## config.mk

```make
export PLATFORM = sky130hd
export DESIGN_NAME = pwr_sequencer_flat
export DESIGN_NICKNAME = d
export VERILOG_FILES = /design/src/rtl/pwrseq_pkg.sv /design/src/rtl/pwrseq_if.sv /design/src/rtl/pwrseq_sync2.sv /design/src/rtl/pwr_sequencer.sv /design/src/flat_wrapper.sv
export SDC_FILE = /design/constraint.sdc
export NUM_CORES = 1
export LEC_CHECK = 0
export ABC_AREA = 1
export ABC_CLOCK_PERIOD_IN_PS = 2500
export CORE_MARGIN = 4
export CORE_UTILIZATION = 23
export DETAILED_ROUTE_END_ITERATION = 10
export GPL_TIMING_DRIVEN = 0
export PLACE_DENSITY = 0.4
export SLEW_MARGIN = 20
export SYNTH_ARGS = -nofsm -noshare
export SYNTH_HDL_FRONTEND = slang
export SYNTH_SLANG_ARGS = --single-unit
export TNS_END_PERCENT = 50
```

## constraint.sdc

```tcl
create_clock -name clk -period 2.5 [get_ports clk]
set_input_delay 0.375 -clock clk [delete_from_list [all_inputs] [get_ports clk]]
set_output_delay 0.375 -clock clk [all_outputs]
set_load 0.02 [all_outputs]
```

## src/rtl/pwrseq_pkg.sv

```systemverilog
// Shared types and constants for the ADC analog power sequencer.
// Each pwdn vector is ordered {bias, amp, cmp}, and 1 means that stage is powered down.
package pwrseq_pkg;

  localparam int CNT_W = 8;

  typedef logic [CNT_W-1:0] cnt_t;

  typedef enum logic [2:0] {
    S_OFF,
    S_UP_BIAS,
    S_UP_AMP,
    S_UP_CMP,
    S_ON,
    S_DN_CMP,
    S_DN_AMP,
    S_FAULT
  } state_t;

  typedef logic [2:0] pwdn_t;

  localparam pwdn_t PWDN_ALL     = 3'b111;
  localparam pwdn_t PWDN_BIAS_UP = 3'b011;
  localparam pwdn_t PWDN_AMP_UP  = 3'b001;
  localparam pwdn_t PWDN_NONE    = 3'b000;

  function automatic pwdn_t pwdn_of(state_t s);
    case (s)
      S_UP_BIAS, S_DN_AMP: return PWDN_BIAS_UP;
      S_UP_AMP,  S_DN_CMP: return PWDN_AMP_UP;
      S_UP_CMP,  S_ON:     return PWDN_NONE;
      default:             return PWDN_ALL;
    endcase
  endfunction

  function automatic logic is_busy(state_t s);
    return (s inside {S_UP_BIAS, S_UP_AMP, S_UP_CMP, S_DN_CMP, S_DN_AMP});
  endfunction

endpackage

```

## src/rtl/pwrseq_if.sv

```systemverilog
// Bundles the request, monitor and status lines that connect the sequencer to the ADC controller.
// The master side is the controller. The slave side is the sequencer.
interface pwrseq_if;

  logic en;
  logic bias_ok;
  logic pwdn_bias;
  logic pwdn_amp;
  logic pwdn_cmp;
  logic ready;
  logic busy;
  logic fault;

  modport master (
    output en, bias_ok,
    input  pwdn_bias, pwdn_amp, pwdn_cmp, ready, busy, fault
  );

  modport slave (
    input  en, bias_ok,
    output pwdn_bias, pwdn_amp, pwdn_cmp, ready, busy, fault
  );

endinterface

```

## src/rtl/pwrseq_sync2.sv

```systemverilog
// Two-flop synchronizer that brings the asynchronous bias_ok monitor into the clk domain.
// Both flops clear to 0, so the bias is treated as not good out of reset.
module pwrseq_sync2 (
  input  logic clk,
  input  logic rstb,
  input  logic d_i,
  output logic q_o
);

  logic meta_q;
  logic sync_q;

  always_ff @(posedge clk) begin
    if (!rstb) begin
      meta_q <= 1'b0;
      sync_q <= 1'b0;
    end else begin
      meta_q <= d_i;
      sync_q <= meta_q;
    end
  end

  assign q_o = sync_q;

endmodule

```

## src/rtl/pwr_sequencer.sv

```systemverilog
// Orders the power-up and power-down of the ADC analog front end: bias, then opamp, then comparator.
// Defining PWRSEQ_BIAS_MON_EN gates bias settling on bias_ok and enables the FAULT state.
module pwr_sequencer
  import pwrseq_pkg::*;
#(
  parameter int unsigned BIAS_SETTLE_CYC = 16,
  parameter int unsigned AMP_SETTLE_CYC  = 8,
  parameter int unsigned CMP_SETTLE_CYC  = 4,
  parameter int unsigned DN_STEP_CYC     = 2,
  parameter int unsigned TIMEOUT_CYC     = 64
) (
  input  logic     clk,
  input  logic     rstb,
  pwrseq_if.slave  bus
);

`ifdef PWRSEQ_BIAS_MON_EN
  localparam bit MON_EN = 1'b1;
`else
  localparam bit MON_EN = 1'b0;
`endif

  // With the monitor enabled, UP_BIAS counts down the whole timeout window.
  // In that case the settle point is reached once the count has dropped to SETTLE_MARK.
  localparam cnt_t UP_BIAS_LD  = MON_EN ? cnt_t'(TIMEOUT_CYC - 1) : cnt_t'(BIAS_SETTLE_CYC - 1);
  localparam cnt_t SETTLE_MARK = MON_EN ? cnt_t'(TIMEOUT_CYC - BIAS_SETTLE_CYC) : '0;
  localparam cnt_t AMP_LD      = cnt_t'(AMP_SETTLE_CYC - 1);
  localparam cnt_t CMP_LD      = cnt_t'(CMP_SETTLE_CYC - 1);
  localparam cnt_t DN_LD       = cnt_t'(DN_STEP_CYC - 1);

  state_t state_q, state_d;
  cnt_t   cnt_q, cnt_d;
  pwdn_t  pwdn_q;
  logic   ready_q, busy_q, fault_q;

  logic   settle_done;
  logic   bias_timeout;
  logic   bias_lost;

`ifdef PWRSEQ_BIAS_MON_EN
  logic bias_ok_s;

  pwrseq_sync2 u_sync (
    .clk  (clk),
    .rstb (rstb),
    .d_i  (bus.bias_ok),
    .q_o  (bias_ok_s)
  );

  assign settle_done  = (cnt_q <= SETTLE_MARK) && bias_ok_s;
  assign bias_timeout = (cnt_q == '0) && !bias_ok_s;
  assign bias_lost    = !bias_ok_s;
`else
  assign settle_done  = (cnt_q == SETTLE_MARK);
  assign bias_timeout = 1'b0;
  assign bias_lost    = 1'b0;
`endif

  always_comb begin
    state_d = state_q;
    cnt_d   = (cnt_q != '0) ? cnt_q - cnt_t'(1) : '0;
    unique case (state_q)
      S_OFF: begin
        if (bus.en) begin
          state_d = S_UP_BIAS;
          cnt_d   = UP_BIAS_LD;
        end
      end
      S_UP_BIAS: begin
        if (!bus.en) begin
          state_d = S_OFF;
          cnt_d   = '0;
        end else if (settle_done) begin
          state_d = S_UP_AMP;
          cnt_d   = AMP_LD;
        end else if (bias_timeout) begin
          state_d = S_FAULT;
          cnt_d   = '0;
        end
      end
      S_UP_AMP: begin
        if (!bus.en) begin
          state_d = S_DN_AMP;
          cnt_d   = DN_LD;
        end else if (cnt_q == '0) begin
          state_d = S_UP_CMP;
          cnt_d   = CMP_LD;
        end
      end
      S_UP_CMP: begin
        if (!bus.en) begin
          state_d = S_DN_CMP;
          cnt_d   = DN_LD;
        end else if (cnt_q == '0) begin
          state_d = S_ON;
        end
      end
      S_ON: begin
        // A bias collapse takes priority over an orderly ramp-down.
        if (bias_lost) begin
          state_d = S_FAULT;
        end else if (!bus.en) begin
          state_d = S_DN_CMP;
          cnt_d   = DN_LD;
        end
      end
      S_DN_CMP: begin
        if (cnt_q == '0) begin
          state_d = S_DN_AMP;
          cnt_d   = DN_LD;
        end
      end
      S_DN_AMP: begin
        if (cnt_q == '0) state_d = S_OFF;
      end
      S_FAULT: begin
        if (!bus.en) state_d = S_OFF;
      end
      default: state_d = S_OFF;
    endcase
  end

  always_ff @(posedge clk) begin
    if (!rstb) begin
      state_q <= S_OFF;
      cnt_q   <= '0;
      pwdn_q  <= PWDN_ALL;
      ready_q <= 1'b0;
      busy_q  <= 1'b0;
      fault_q <= 1'b0;
    end else begin
      state_q <= state_d;
      cnt_q   <= cnt_d;
      pwdn_q  <= pwdn_of(state_d);
      ready_q <= (state_d == S_ON);
      busy_q  <= is_busy(state_d);
      fault_q <= (state_d == S_FAULT);
    end
  end

  assign bus.pwdn_bias = pwdn_q[2];
  assign bus.pwdn_amp  = pwdn_q[1];
  assign bus.pwdn_cmp  = pwdn_q[0];
  assign bus.ready     = ready_q;
  assign bus.busy      = busy_q;
  assign bus.fault     = fault_q;

endmodule

```

## src/flat_wrapper.sv

```systemverilog
// flat-port wrapper written by rule: the top's interface ports become plain ports
module pwr_sequencer_flat import pwrseq_pkg::*;
#(
  parameter int unsigned BIAS_SETTLE_CYC = 16,
  parameter int unsigned AMP_SETTLE_CYC  = 8,
  parameter int unsigned CMP_SETTLE_CYC  = 4,
  parameter int unsigned DN_STEP_CYC     = 2,
  parameter int unsigned TIMEOUT_CYC     = 64
)
  (clk, rstb, bus_en, bus_bias_ok, bus_pwdn_bias, bus_pwdn_amp, bus_pwdn_cmp, bus_ready, bus_busy, bus_fault);
  pwrseq_if bus_i ();
  input  logic clk;
  input  logic rstb;
  input wire logic [$bits(bus_i.en)-1:0] bus_en;
  input wire logic [$bits(bus_i.bias_ok)-1:0] bus_bias_ok;
  output wire logic [$bits(bus_i.pwdn_bias)-1:0] bus_pwdn_bias;
  output wire logic [$bits(bus_i.pwdn_amp)-1:0] bus_pwdn_amp;
  output wire logic [$bits(bus_i.pwdn_cmp)-1:0] bus_pwdn_cmp;
  output wire logic [$bits(bus_i.ready)-1:0] bus_ready;
  output wire logic [$bits(bus_i.busy)-1:0] bus_busy;
  output wire logic [$bits(bus_i.fault)-1:0] bus_fault;
  assign bus_i.en = bus_en;
  assign bus_i.bias_ok = bus_bias_ok;
  assign bus_pwdn_bias = bus_i.pwdn_bias;
  assign bus_pwdn_amp = bus_i.pwdn_amp;
  assign bus_pwdn_cmp = bus_i.pwdn_cmp;
  assign bus_ready = bus_i.ready;
  assign bus_busy = bus_i.busy;
  assign bus_fault = bus_i.fault;
  pwr_sequencer #(.BIAS_SETTLE_CYC(BIAS_SETTLE_CYC), .AMP_SETTLE_CYC(AMP_SETTLE_CYC), .CMP_SETTLE_CYC(CMP_SETTLE_CYC), .DN_STEP_CYC(DN_STEP_CYC), .TIMEOUT_CYC(TIMEOUT_CYC)) u_core (.clk(clk), .rstb(rstb), .bus(bus_i));
endmodule
```

==> results.json, run 1 <==
{
  "synth.avg_cell_area_um2": 6.80,
  "critPathKind": "input port to register",
  "die-area_um2": 5760,
  "max-cap-violations": 0,
  "first_pass_iters": 4,
  "numCtsBuffers": 3,
  "htree_levels": 1,
  "status": "complete, no violations",
  "layout-drive-gt1-share": 0.186,
  "startpoint_type": "input port",
  "tns_ps": 0,
  "core_um2": 4410,
  "grt_max_degree": 11,
  "yosysWarnings": 0,
  "syn_area_um2": 1060,
  "initial_utilization": 0.240,
  "cts.sink_count": 17,
  "clockBufferDepth": 2,
  "dp_slack_ps": 310,
  "vias_per_cell": 4.33,
  "nFillCells": 497,
  "min_path_type": "input port to register",
  "drt-initial-drc-count": 48,
  "syn_nets": 162,
  "post_cts.repair.setup_buffers": 0,
  "finalWirelength_mm": 2.36,
  "rsz0062_at_grt": "no",
  "cts_tree": "done",
  "timing.final.crit_share": 0.774,
  "leakage_nw": 0.567,
  "rows": 24,
  "ios": 10,
  "synth_top_cells_by_count": "nand2_1, nor2_1, dfxtp_1",
  "layout_setup_ws_ps": 565,
  "cts-root-buf": "clkbuf_8",
  "ir_worst_vdd_mv": 0.358,
  "wire_per_inst_um": 10.8,
  "synth_most_common_cell": "nand2_1",
  "power_density_nw_per_um2": 865,
  "synth.distinct_cells": 25,
  "drv_slew": 0,
  "finalHoldViolCount": 0,
  "nets": 174,
  "cts_resized": 0,
  "synth_edf_count": 0,
  "end_kind": "register",
  "required_ps": 2630,
  "vias": 948,
  "synth_top_area_frac": 0.321,
  "gp_congestion": 0.869,
  "netlist_top_cells_area": "dfxtp_1, nand2_1, nor2_1",
  "die_y_um": 75.9,
  "utilization": 0.281,
  "grt-ovfl-total": 0,
  "max_clock_freq_mhz": 517,
  "clock_latency_ps": 250,
  "setup_viol": 0,
  "port-buffer-count": 7,
  "synth_top_cell_by_area": "dfxtp_1",
  "worst-endpoint-arrival_ps": 2070,
  "area_growth_pct": 17.0,
  "antennaDiodeCount": 0,
  "fin_crit_ps": 1940,
  "grt_pass1_vias": 921,
  "ys_seq_area_frac": 0.321,
  "hpwl_mm": 1.91,
  "clkSlewWorstSetupHoldPaths_ps": 70,
  "die_w_um": 75.9,
  "track_usage": 0.0882,
  "slew_headroom": 0.712,
  "syn_inst": 156,
  "async_reset_ff_frac": 0,
  "skew_ps": 3.61,
  "crit_fanout": 7,
  "ys.flop_type": "dfxtp_1",
  "grt_pass1_wl_mm": 4.29,
  "rrSetupSlack_ps": 630,
  "antenna_found_initial": 0,
  "route.antenna.remaining_nets": 0,
  "tightest_slew_ps": 432,
  "cts-hold-fix-buffers": 0,
  "drc_errors": 0,
  "ys_seq_elements": 17
}
cell families (layout without fill, tap and decap cells):
family,after synthesis,after routing,synth area share
AO/OA/AOI/OAI,13,13,0.0814
XOR/XNOR,5,5,0.0413
adder cells (fa/ha/maj),2,2,0.0236
buffers and inverters,25,36,0.0955
flip-flops,17,17,0.321
AND/OR/NAND/NOR,94,94,0.437
layer usage:
layer / up-vias / global-route usage / part of all wire
met1: 409 / 0.112 / 0.47
met5: - / 0 / 0
li1: 513 / - / -
met4: 0 / 0.0142 / 0.0034
met2: 24 / 0.150 / 0.49
met3: 2 / 0.0249 / 0.040
state kept, by name (all words and copies together) (netlist names):
signal            flops
u_core.bus.busy       1
u_core.bus.fault      1
u_core.bus.ready      1
u_core.cnt_q          8
u_core.pwdn_q         3
u_core.state_q        3
worst paths after layout:
kind              startpoint                to  cells after the start
max                   bus_en  u_core.pwdn_q[2]                     14
min                     rstb  u_core.pwdn_q[0]                      2
max reg2reg  u_core.cnt_q[0]  u_core.pwdn_q[2]                     15
min reg2reg  u_core.cnt_q[7]   u_core.cnt_q[7]                      2
stage by stage:
step | area, um2 | hold WS (ps) | power [W] | cells
3_5_place_dp | 1200 | 497 | 0.000878 | 215
2_1_floorplan | 1060 | 476 | 0.000768 | 156
5_1_grt | 1240 | 528 | 0.00118 | 219
6_report | 1240 | 477 | 0.00107 | 219
3_3_place_gp | 1200 | 488 | 0.000874 | 215
4_1_cts | 1240 | 477 | 0.00109 | 219
critical path: stages:
cell	delay, ps
clkdlybuf4s50_1	630
nand2_2	100
nand2_1	90
inv_1	50
nor2_1	90
nand2_1	60
nor2_1	120
nand2_2	110
nand2_4	100
nand3_1	90
nand2_1	100
nor2_1	40
nand2_1	50
nand2_1	40
cells in the final DEF, fill, tap and decap left out:
| master | n |
|---|---|
| a211oi_1 | 2 |
| a21oi_1 | 2 |
| a21oi_4 | 1 |
| buf_6 | 1 |
| clkbuf_1 | 2 |
| clkbuf_8 | 3 |
| clkdlybuf4s50_1 | 7 |
| dfxtp_1 | 17 |
| ha_1 | 2 |
| inv_1 | 16 |
| inv_2 | 7 |
| nand2_1 | 34 |
| nand2_2 | 5 |
| nand2_4 | 3 |
| nand3_1 | 10 |
| nand3_2 | 2 |
| nand4_1 | 4 |
| nor2_1 | 24 |
| nor2_2 | 6 |
| nor2_4 | 3 |
| nor3_1 | 3 |
| o21ai_0 | 3 |
| o21ai_1 | 2 |
| o22ai_1 | 2 |
| o31ai_1 | 1 |
| xnor2_1 | 1 |
| xor2_1 | 4 |
area by class of cell:
cell class	instances	area, um2	area share
tap	52	65.1	0.0524
sequential	17	340	0.274
clock buffer	4	45.0	0.0363
buffer	2	15.0	0.0121
multi-input combinational	114	619	0.499
inverter	23	86.3	0.0696
timing repair buffer	7	70.1	0.0565
where the power goes:
part / switching, W / internal, W / total [W] / leakage, nW
Clock: 0.0000927 / 0.000113 / 0.000206 / 0.0228
Combinational: 0.000322 / 0.000190 / 0.000512 / 0.404
Sequential: 0.0000354 / 0.000320 / 0.000356 / 0.139
Total: 0.000450 / 0.000623 / 0.00107 / 0.567
No activity file was read; power rests on OpenSTA's default activity.
==> run 2: changes to the inputs <==
Settings changed: ABC_CLOCK_PERIOD_IN_PS 2500 to 1740, PLACE_DENSITY 0.4 to 0.41.
Clock period 2.5 ns to 1.74 ns, I/O delays scaled along.
==> results.json, run 2 (synthesized netlist as in run 1, its figures left out) <==
{
  "final_common_cell": "nand2_1",
  "ir_worst_vdd_mv": 0.437,
  "antenna_found_initial": 0,
  "nets": 185,
  "path_cells": "inv_2, ha_4, inv_2, nor2_4, nand2_4, nand2_2, nand2_2, nor2_2, nand2_2, nand2_4, nand3_2, nand2_2, nor2_1, nand2_1, nand2_1",
  "first_pass_iters": 4,
  "antennaDiodeCount": 0,
  "critPathKind": "register to register",
  "grt_pass1_vias": 979,
  "vias_per_cell": 4.41,
  "cts-hold-fix-buffers": 0,
  "grt_pass1_wl_mm": 4.16,
  "grt-ovfl-total": 0,
  "crit_buf_inv": 2,
  "fin_crit_ps": 1660,
  "route.antenna.remaining_nets": 0,
  "gp_congestion": 0.870,
  "largest_register_ff_count": 8,
  "dpl.cell_count": 215,
  "crit_slowest_cell": "dfxtp_2",
  "whs_ps": 359,
  "setup_viol": 0,
  "timing.final.crit_share": 0.955,
  "port-buffer-count": 7,
  "cpMostUsedCell": "nand2_2",
  "drt-initial-drc-count": 32,
  "rows": 24,
  "finalWirelength_mm": 2.52,
  "clock_latency_ps": 250,
  "drc_errors": 0,
  "clockBufferDepth": 2,
  "cts-root-buf": "clkbuf_8",
  "top_regs": "u_core.cnt_q x8, u_core.pwdn_q x3, u_core.state_q x3",
  "htree_levels": 1,
  "max-cap-violations": 0,
  "ios": 10,
  "slew_headroom": 0.714,
  "p_total_w": 0.00178,
  "required_ps": 1870,
  "end_kind": "register",
  "leakage_nw": 0.629,
  "die_y_um": 75.9,
  "status": "complete, no violations",
  "crit_fanout": 5,
  "track_usage": 0.0843,
  "wire_per_inst_um": 11.0,
  "startpoint_type": "register",
  "hpwl_mm": 1.89,
  "layout-drive-gt1-share": 0.354,
  "final_cell_mix": "nand2_1, nor2_1, dfxtp_1",
  "numCtsBuffers": 3,
  "die-area_um2": 5760,
  "vias": 1014,
  "crit_path_max_incr_delay_ps": 320,
  "rsz0062_at_grt": "yes",
  "cts.sink_count": 17,
  "drv_slew": 0,
  "path_delay_family": "simple AND/OR/NAND/NOR gates",
  "initial_utilization": 0.240,
  "max_clock_freq_mhz": 602,
  "min_path_type": "input port to register",
  "finalHoldViolCount": 0,
  "die_w_um": 75.9,
  "top_register": "u_core.cnt_q",
  "power_density_nw_per_um2": 1270,
  "final_cell_count_no_fill": 230,
  "area_growth_pct": 31.6,
  "rrSetupSlack_ps": 80,
  "skew_ps": 4.43,
  "core_um2": 4410,
  "nFillCells": 468,
  "clkSlewWorstSetupHoldPaths_ps": 70,
  "grt_max_degree": 11,
  "tightest_slew_ps": 429,
  "cts_tree": "done",
  "worst-endpoint-arrival_ps": 1800
}
[run 2: cell types whose count changed in the layout (fill, tap and decap cells not counted), sizes merged]
cell / previous run / this run
buf: 1 / 11
clkdlybuf4s50: 7 / 6
dlygate4sd2: 0 / 1
nand2: 42 / 43
[run 2: repair_timing]
| item | in CTS | in global routing |
|---|---|---|
| endpoints found under the setup margin | 3 | 3 |
| setup buffers | 1 | 9 |
| gates resized for setup | 4 | 23 |
| pin swaps | 2 | 16 |
| gates cloned | 0 | 1 |
[run 2: power by group]
group | switching [W] | internal [W]
Clock | 0.000132 | 0.000162
Combinational | 0.000555 | 0.000412
Sequential | 0.0000544 | 0.000463
Total | 0.000741 | 0.00104
[run 2: layout make-up]
type	count	area, um2	share of cell area
Multi-Input combinational cell	115	694	0.497
Sequential cell	17	344	0.246
Timing Repair Buffer	17	144	0.103
Inverter	23	88.8	0.0636
Tap cell	52	65.1	0.0466
Clock buffer	4	45.0	0.0323
Buffer	2	15.0	0.0108
[run 2: per-stage QoR]
step                      cell area [um2]  TNS (ps)  utilization  setup WS (ps)
after global placement               1200     -1300        0.271           -314
final                                1400         0        0.316           77.9
after detailed placement             1200     -1490        0.271           -318
after floorplan                      1060         0            -            121
after CTS                            1250         0        0.284           4.67
after global routing                 1400     -30.7        0.316          -25.2
[run 2: worst register-to-register path: stages, from the launching register on]
cell	delay, ps
dfxtp_2	320
inv_2	70
ha_4	140
inv_2	40
nor2_4	120
nand2_4	90
nand2_2	80
nand2_2	50
nor2_2	90
nand2_2	120
nand2_4	110
nand3_2	80
nand2_2	90
nor2_1	40
nand2_1	60
nand2_1	40
[run 2: worst paths after layout]
| path | cells past startpoint | start | to |
|---|---|---|---|
| max reg2reg | 15 | u_core.cnt_q[1] | u_core.pwdn_q[2] |
| min | 2 | rstb | u_core.pwdn_q[2] |
| max | 15 | u_core.cnt_q[1] | u_core.pwdn_q[2] |
| min reg2reg | 2 | u_core.cnt_q[7] | u_core.cnt_q[7] |
[run 2: routing by layer]
metal / global-route usage / share of wire
met5: 0 / 0
met4: 0.0107 / 0.0016
met3: 0.0261 / 0.032
met2: 0.156 / 0.50
met1: 0.0962 / 0.46
==> run 3: changes to the inputs <==
Settings changed: PLACE_DENSITY 0.41 to unset.
==> results.json, run 3 (synthesized netlist as in run 1, its figures left out) <==
{
  "status": "complete, no violations",
  "final_common_cell": "nand2_1",
  "drt-initial-drc-count": 32,
  "track_usage": 0.0805,
  "cpMostUsedCell": "nand2_1",
  "power_density_nw_per_um2": 1280,
  "final_cell_mix": "nand2_1, nor2_1, dfxtp_1",
  "nFillCells": 460,
  "gp_congestion": 0.862,
  "antennaDiodeCount": 0,
  "area_growth_pct": 32.4,
  "route.antenna.remaining_nets": 0,
  "port-buffer-count": 7,
  "leakage_nw": 0.631,
  "p_int_w": 0.00105,
  "clockBufferDepth": 2,
  "utilization": 0.318,
  "htree_levels": 1,
  "whs_ps": 354,
  "grt-ovfl-total": 0,
  "end_kind": "register",
  "clkSlewWorstSetupHoldPaths_ps": 70,
  "rsz0062_at_grt": "yes",
  "timing.final.crit_share": 0.935,
  "path_cells": "inv_2, ha_4, inv_4, nor2_4, nand2_4, nand3_2, nand2_2, a21oi_4, nand4_1, nand2_1, nor2_1, nand2_1, nand2_1",
  "wire_per_inst_um": 11.0,
  "final-seq-area_um2": 343,
  "hpwl_mm": 1.63,
  "fin_crit_ps": 1630,
  "cts_tree": "done",
  "vias_per_cell": 4.40,
  "clock_latency_ps": 270,
  "core_um2": 4410,
  "rows": 24,
  "crit_path_max_incr_delay_ps": 320,
  "p_clk_frac": 0.173,
  "crit_fanout": 5,
  "vias": 1011,
  "worst-endpoint-arrival_ps": 1780,
  "required_ps": 1890,
  "p_seq_frac": 0.287,
  "max-cap-violations": 0,
  "pwr-share-comb": 0.540,
  "cts-root-buf": "clkbuf_8",
  "initial_utilization": 0.240,
  "use_met3": 0.0379,
  "slew_headroom": 0.699,
  "grt_use_met2": 0.127,
  "tightest_slew_ps": 451,
  "finalWirelength_mm": 2.53,
  "grt_pass1_vias": 930,
  "numCtsBuffers": 3,
  "die_y_um": 75.9,
  "skew_ps": 6.38,
  "grt_pass1_wl_mm": 3.95,
  "die-area_um2": 5760,
  "ios": 10,
  "power.switching_w": 0.000754,
  "startpoint_type": "register",
  "critPathKind": "register to register",
  "ir_worst_vdd_mv": 0.431,
  "cts-hold-fix-buffers": 0,
  "first_pass_iters": 4,
  "drv_slew": 0,
  "crit_slowest_cell": "dfxtp_2",
  "largest_register_ff_count": 8,
  "swShare": 0.419,
  "finalHoldViolCount": 0,
  "min_path_type": "input port to register",
  "max_clock_freq_mhz": 614,
  "cts.sink_count": 17,
  "layout_setup_ws_ps": 112,
  "nets": 185,
  "setup_viol": 0,
  "dp_slack_ps": -311,
  "multi_input_area_um2": 699,
  "busiest_layer": "met2",
  "top_register": "u_core.cnt_q",
  "antenna_found_initial": 0,
  "drc_errors": 0,
  "grt_max_degree": 11,
  "die_w_um": 75.9,
  "layout-drive-gt1-share": 0.348,
  "top_regs": "u_core.cnt_q x8, u_core.pwdn_q x3, u_core.state_q x3",
  "use_met1": 0.102
}
==> run 3: changes by cell type in the layout (fill, tap and decap cells not counted), sizes merged <==
cell and delta:
clkbuf -1, dlygate4sd2 -1, clkdlybuf4s15 +1, clkinv +1
==> run 3: path summary, 6_finish.rpt <==
path | start | end | slack [ps] | depth (start not counted)
hold reg to reg | u_core.cnt_q[7] | u_core.cnt_q[7] | 510 | 2
setup reg to reg | u_core.cnt_q[1] | u_core.pwdn_q[2] | 110 | 13
hold / removal | rstb | u_core.pwdn_q[2] | 350 | 2
setup / recovery | u_core.cnt_q[1] | u_core.pwdn_q[2] | 110 | 13
==> run 3: what timing repair did <==
item / in CTS / in global routing
endpoints found under the setup margin: 3 / 4
setup buffers: 1 / 9
pin swaps: 1 / 16
gates resized for setup: 4 / 24
gates cloned: 0 / 1
==> run 3: cell type report <==
class                      instances  area share
buffer                             2      0.0107
sequential                        17       0.244
clock buffer                       3      0.0294
tap                               52      0.0463
clock inverter                     1     0.00356
multi-input combinational        115       0.498
inverter                          23      0.0650
timing repair buffer              17       0.103
==> run 3: routing by layer <==
metal | part of all wire | up-vias | wire, um
li1 | - | 535 | -
met1 | 0.47 | 452 | 1200
met2 | 0.46 | 18 | 1170
met3 | 0.047 | 6 | 118
met4 | 0.019 | 0 | 49
met5 | 0 | - | 0
==> run 3: per-stage QoR <==
stage               setup TNS [ps]  total power, W  cells  area [um2]
finish                           0         0.00180    230        1410
detailed placement           -1170         0.00124    215        1200
floorplan                        0         0.00110    156        1060
CTS                              0         0.00156    220        1250
global placement             -1340         0.00124    215        1200
global route                 -37.2         0.00195    230        1410
==> run 3: critical path: cells and delay by family (launching register included) <==
family	cells	cell delay [ps]
flip-flops	1	320
adder cells (fa/ha/maj)	1	150
AO/OA/AOI/OAI	1	230
buffers and inverters	2	100
AND/OR/NAND/NOR	9	720
==> run 3: power groups by stage <==
| stage | Combinational, W | Clock [W] | Sequential (W) |
|---|---|---|---|
| 6_report | 0.000971 | 0.000312 | 0.000517 |
| 5_1_grt | 0.00108 | 0.000340 | 0.000523 |
| 4_1_cts | 0.000735 | 0.000312 | 0.000513 |
| 3_5_place_dp | 0.000715 | 0 | 0.000520 |
| 3_3_place_gp | 0.000715 | 0 | 0.000520 |
| 2_1_floorplan | 0.000574 | 0 | 0.000530 |
==> RTL change 1, RTL diff (settings of run 3) <==
`CNT_W`: 8 -> 6.
--- a/src/rtl/pwrseq_pkg.sv
+++ b/src/rtl/pwrseq_pkg.sv
@@ -2,7 +2,7 @@
 // Each pwdn vector is ordered {bias, amp, cmp}, and 1 means that stage is powered down.
 package pwrseq_pkg;
 
-  localparam int CNT_W = 8;
+  localparam int CNT_W = 6;
 
   typedef logic [CNT_W-1:0] cnt_t;
 
Behaviour: no difference found for any inputs over 10 cycles, from zero or initial values and one cycle with rstb low; that may be too few to reach the edited logic, so the function may still have changed.
==> RTL change 1 against run 3 <==
Worst setup slack improved by 78 ps; area after synthesis decreased by 15%; largest cell class unchanged; sequential cell count decreased by 2; critical path depth fell by 4; synthesized cell count down 9.0%; highest routed layer unchanged; wire length decreased by 25%; final area down 22%.
Power is not compared: it rests on default switching activity, and its combinational part moved more than twofold at a synthesized area within 25%.
==> RTL change 1: results (changes against run 3) <==
- The routability congestion estimate is 0.873 (was 0.862).
- The power consumption is between 1 and 1.5 mW.
- The instance area at placement is 1040 um^2 (was 1200 um^2).
- The fraction of met2 tracks used by global routing is 13.5% (was 12.7%).
- The final net count is 160 (was 185).
- The met1 routed wirelength after detailed routing is 886 um (was 1.20 mm).
- The number of cells on the worst reg-to-reg path came to 9 (was 13).
- The total half-perimeter wirelength after legalization and detailed placement is 1.49 mm (was 1.63 mm).
- The xor and xnor area share after synthesis was 3.87% (was 4.13%).
- The wire length of the first global-routing pass is 3.39 mm (was 3.95 mm).
- The via count of the first global-routing pass is 821 (was 930).
- The overall routing resource usage is 8.46% (was 8.05%).
- The met2 layer wire length in the routed design is 912 um (was 1.17 mm).
- The post-route worst hold slack is 254 ps (was 354 ps).
- The startpoint class of the critical path is a flop (unchanged).
- The top achievable clock speed is 0.645 GHz (was 0.614 GHz).
- Result of the run: complete, no violations (unchanged).
- Biggest registers after layout: u_core.cnt_q x6, u_core.pwdn_q x3, u_core.state_q x3 (was u_core.cnt_q x8, u_core.pwdn_q x3, u_core.state_q x3).
- The worst clock skew is 8.29 ps (was 6.38 ps).
- Cell types with the largest area share after synthesis: sky130_fd_sc_hd__dfxtp_1 33%, sky130_fd_sc_hd__nand2_1 17%, sky130_fd_sc_hd__nor2_1 9.1% (was sky130_fd_sc_hd__dfxtp_1 32%, sky130_fd_sc_hd__nand2_1 12%, sky130_fd_sc_hd__nor2_1 8.5%).
- The launch point of the worst reg-to-reg path is u_core.state_q[2]$_SDFF_PN0_ (was u_core.cnt_q[1]$_SDFF_PN0_).
- The met3 wirelength from detailed routing is 65 um (was 118 um).
- The fraction of the mapped netlist area in compound gates is 10.1% (was 8.14%).
- The worst setup slack before clock tree synthesis is -185 ps (was -311 ps).
- Top cell types by occurrence after synthesis: 42 x sky130_fd_sc_hd__nand2_1, 22 x sky130_fd_sc_hd__nor2_1, 17 x sky130_fd_sc_hd__inv_1 (was 34 x sky130_fd_sc_hd__nand2_1, 24 x sky130_fd_sc_hd__nor2_1, 17 x sky130_fd_sc_hd__dfxtp_1).
- The slack of the worst reg-to-reg path is 190 ps (was 110 ps).
- The worst setup path endpoint is u_core.pwdn_q[0]$_SDFF_PN1_ (was u_core.pwdn_q[2]$_SDFF_PN1_).
- The total wire length was 1.90 mm (was 2.53 mm).
- The top fanout value on the critical path came to 9 (was 5).
- The global routing usage on met3 is 3.41% (was 3.79%).
- The net count after synthesis came to 148 (was 162).
- The share of the yosys chip area belonging to registers is 33.1% (was 32.1%).
- The worst slew slack as a fraction of its limit is 83.8% (was 69.9%).
- The arithmetic-cell share of the synthesized area counting full adders, half adders and majority gates was 2.76% (was 2.36%).
-- RTL change 1: cell types whose count changed in the layout (fill, tap and decap cells not counted), sizes merged, moves of 2 or more --
cell | before | now
o21bai | 0 | 2
a211oi | 2 | 0
dfxtp | 17 | 15
nor2 | 33 | 23
inv | 23 | 20
o211ai | 0 | 2
nand4 | 4 | 0
buf | 11 | 2
nand3 | 12 | 14
-- RTL change 1: report_power, final --
part | internal [mW] | switching [mW] | total (mW)
clock network | 0.161 | 0.132 | 0.293
registers | 0.394 | 0.0343 | 0.428
logic | 0.163 | 0.242 | 0.405
total | 0.718 | 0.408 | 1.13
-- RTL change 1: worst max-delay path, stage by stage (launching register included) --
cell and delay [ps]:
sky130_fd_sc_hd__dfxtp_1 420, sky130_fd_sc_hd__inv_2 140, sky130_fd_sc_hd__nor3_4 220, sky130_fd_sc_hd__inv_1 70
sky130_fd_sc_hd__nand2_1 100, sky130_fd_sc_hd__inv_1 80, sky130_fd_sc_hd__nand2_2 120, sky130_fd_sc_hd__inv_2 50
sky130_fd_sc_hd__o21ai_0 140, sky130_fd_sc_hd__nand3_1 90
-- RTL change 1: layout make-up --
type / count / area [um^2]
multi-input combinational: 105 / 527
clock inverter: 1 / 7.51
tap: 48 / 60.1
buffer: 2 / 16.3
timing repair buffer: 7 / 72.6
sequential: 15 / 300
inverter: 20 / 75.1
clock buffer: 3 / 41.3
fill: 427 / 2640
-- RTL change 1: through the flow --
step | std cells | setup TNS [ps]
floorplan | 142 | 0
global placement | 197 | -560
detailed placement | 197 | -588
CTS | 201 | 0
global route | 201 | 0
finish | 201 | 0
-- RTL change 1: timing repair --
item,CTS,global route
endpoints found under the setup margin,0,5
setup buffers,0,0
resized for setup,0,7
==> RTL change 2, RTL diff (config.mk and constraints of run 3) <==
Without the edit above. Make the reset (`rstb`) asynchronous in one clocked block.
--- a/src/rtl/pwr_sequencer.sv
+++ b/src/rtl/pwr_sequencer.sv
@@ -120,7 +120,7 @@
     endcase
   end
 
-  always_ff @(posedge clk) begin
+  always_ff @(posedge clk or negedge rstb) begin
     if (!rstb) begin
       state_q <= S_OFF;
       cnt_q   <= '0;
Function: differs if rstb is asserted again (counterexample within 4 cycles, from zero or initial values and one cycle with rstb low); with rstb held inactive, the same outputs for 10 cycles.
==> RTL change 2 against run 3 <==
Final area up 14%; synthesized cell count up 2.6%; core utilization down 1.2 points; non-clock buffer count decreased by 1; area after synthesis rose by 19%; wire length up 2.7%; sequential cell count unchanged; via count grew 4.5%; worst setup slack worse by 42 ps.
Power is not compared: it rests on default switching activity, and its combinational part moved more than twofold at a synthesized area within 25%.
==> RTL change 2: results (changes against run 3) <==
- The total half-perimeter wirelength after legalization and detailed placement was 1.92 mm (was 1.63 mm).
- The final net count is 187 (was 185).
- The main flop type after synthesis is sky130_fd_sc_hd__dfrtp_1 (was sky130_fd_sc_hd__dfxtp_1).
- Result of the run: complete, no violations (unchanged).
- The worst clock skew is 1.86 ps (was 6.38 ps).
- The top fanout value on the critical path came to 6 (was 5).
- The worst slew slack as a fraction of its limit came to 46.7% (was 69.9%).
- The total via count in the routed design was 1057 (was 1011).
- The met2 layer wire length in the routed design is 1.29 mm (was 1.17 mm).
- The final cell count without fillers is 250 (was 230).
- The post-cts sizing count is 1 (was 4).
- The total wire length came to 2.60 mm (was 2.53 mm).
- The routability congestion estimate is 0.835 (was 0.862).
- The pin count of the biggest net entering global routing is 18 (was 11).
- Top cell types by occurrence after synthesis: 26 x sky130_fd_sc_hd__nand2_1, 22 x sky130_fd_sc_hd__nor2_1, 14 x sky130_fd_sc_hd__dfrtp_1 (was 34 x sky130_fd_sc_hd__nand2_1, 24 x sky130_fd_sc_hd__nor2_1, 17 x sky130_fd_sc_hd__dfxtp_1).
- The fraction of the mapped netlist area in compound gates was 9.25% (was 8.14%).
- The routing usage on met1 is 10.9% (was 10.2%).
- The met3 wirelength from detailed routing came to 103 um (was 118 um).
- The synthesized area per cell was 7.86 um^2 (was 6.80 um^2).
- The highest metal layer with signal wires is met3 (was met4).
- The count of different cell masters after synthesis is 32 (was 25).
- The first-iteration detailed-routing DRC count is 37 (was 32).
- The worst setup slack before clock tree synthesis is -14.3 ps (was -311 ps).
- The post-synthesis async set-or-reset flop share is 100% (was 0%).
- The maximum single-stage delay on the critical path is 390 ps (was 320 ps).
- The arithmetic-cell share of the synthesized area counting full adders, half adders and majority gates is 1.99% (was 2.36%).
- The net count after synthesis came to 166 (was 162).
-- RTL change 2: final timing paths --
path | startpoint | to | slack [ps] | cells past startpoint
max in group asynchronous | rstb | u_core.cnt_q[6]$_DFF_PN0_ | 770 | 1
worst max register to register | u_core.cnt_q[0]$_DFF_PN0_ | u_core.pwdn_q[2]$_DFF_PN1_ | 70 | 12
min in group asynchronous | rstb | u_core.state_q[2]$_DFF_PN0_ | 470 | 1
worst min register to register | u_core.state_q[2]$_DFF_PN0_ | u_core.bus.fault$_DFF_PN0_ | 570 | 2
worst min-delay path | bus_en | u_core.bus.fault$_DFF_PN0_ | 370 | 3
worst max-delay path | u_core.cnt_q[0]$_DFF_PN0_ | u_core.pwdn_q[2]$_DFF_PN1_ | 70 | 12
-- RTL change 2: final cells by class --
type,count,area [um^2]
repair buffers,16,141
flip-flops and latches,17,429
multi-input cells,122,802
plain buffers,2,12.5
inverters,19,78.8
well taps,70,87.6
clock buffers,4,45.0
fillers,572,3610
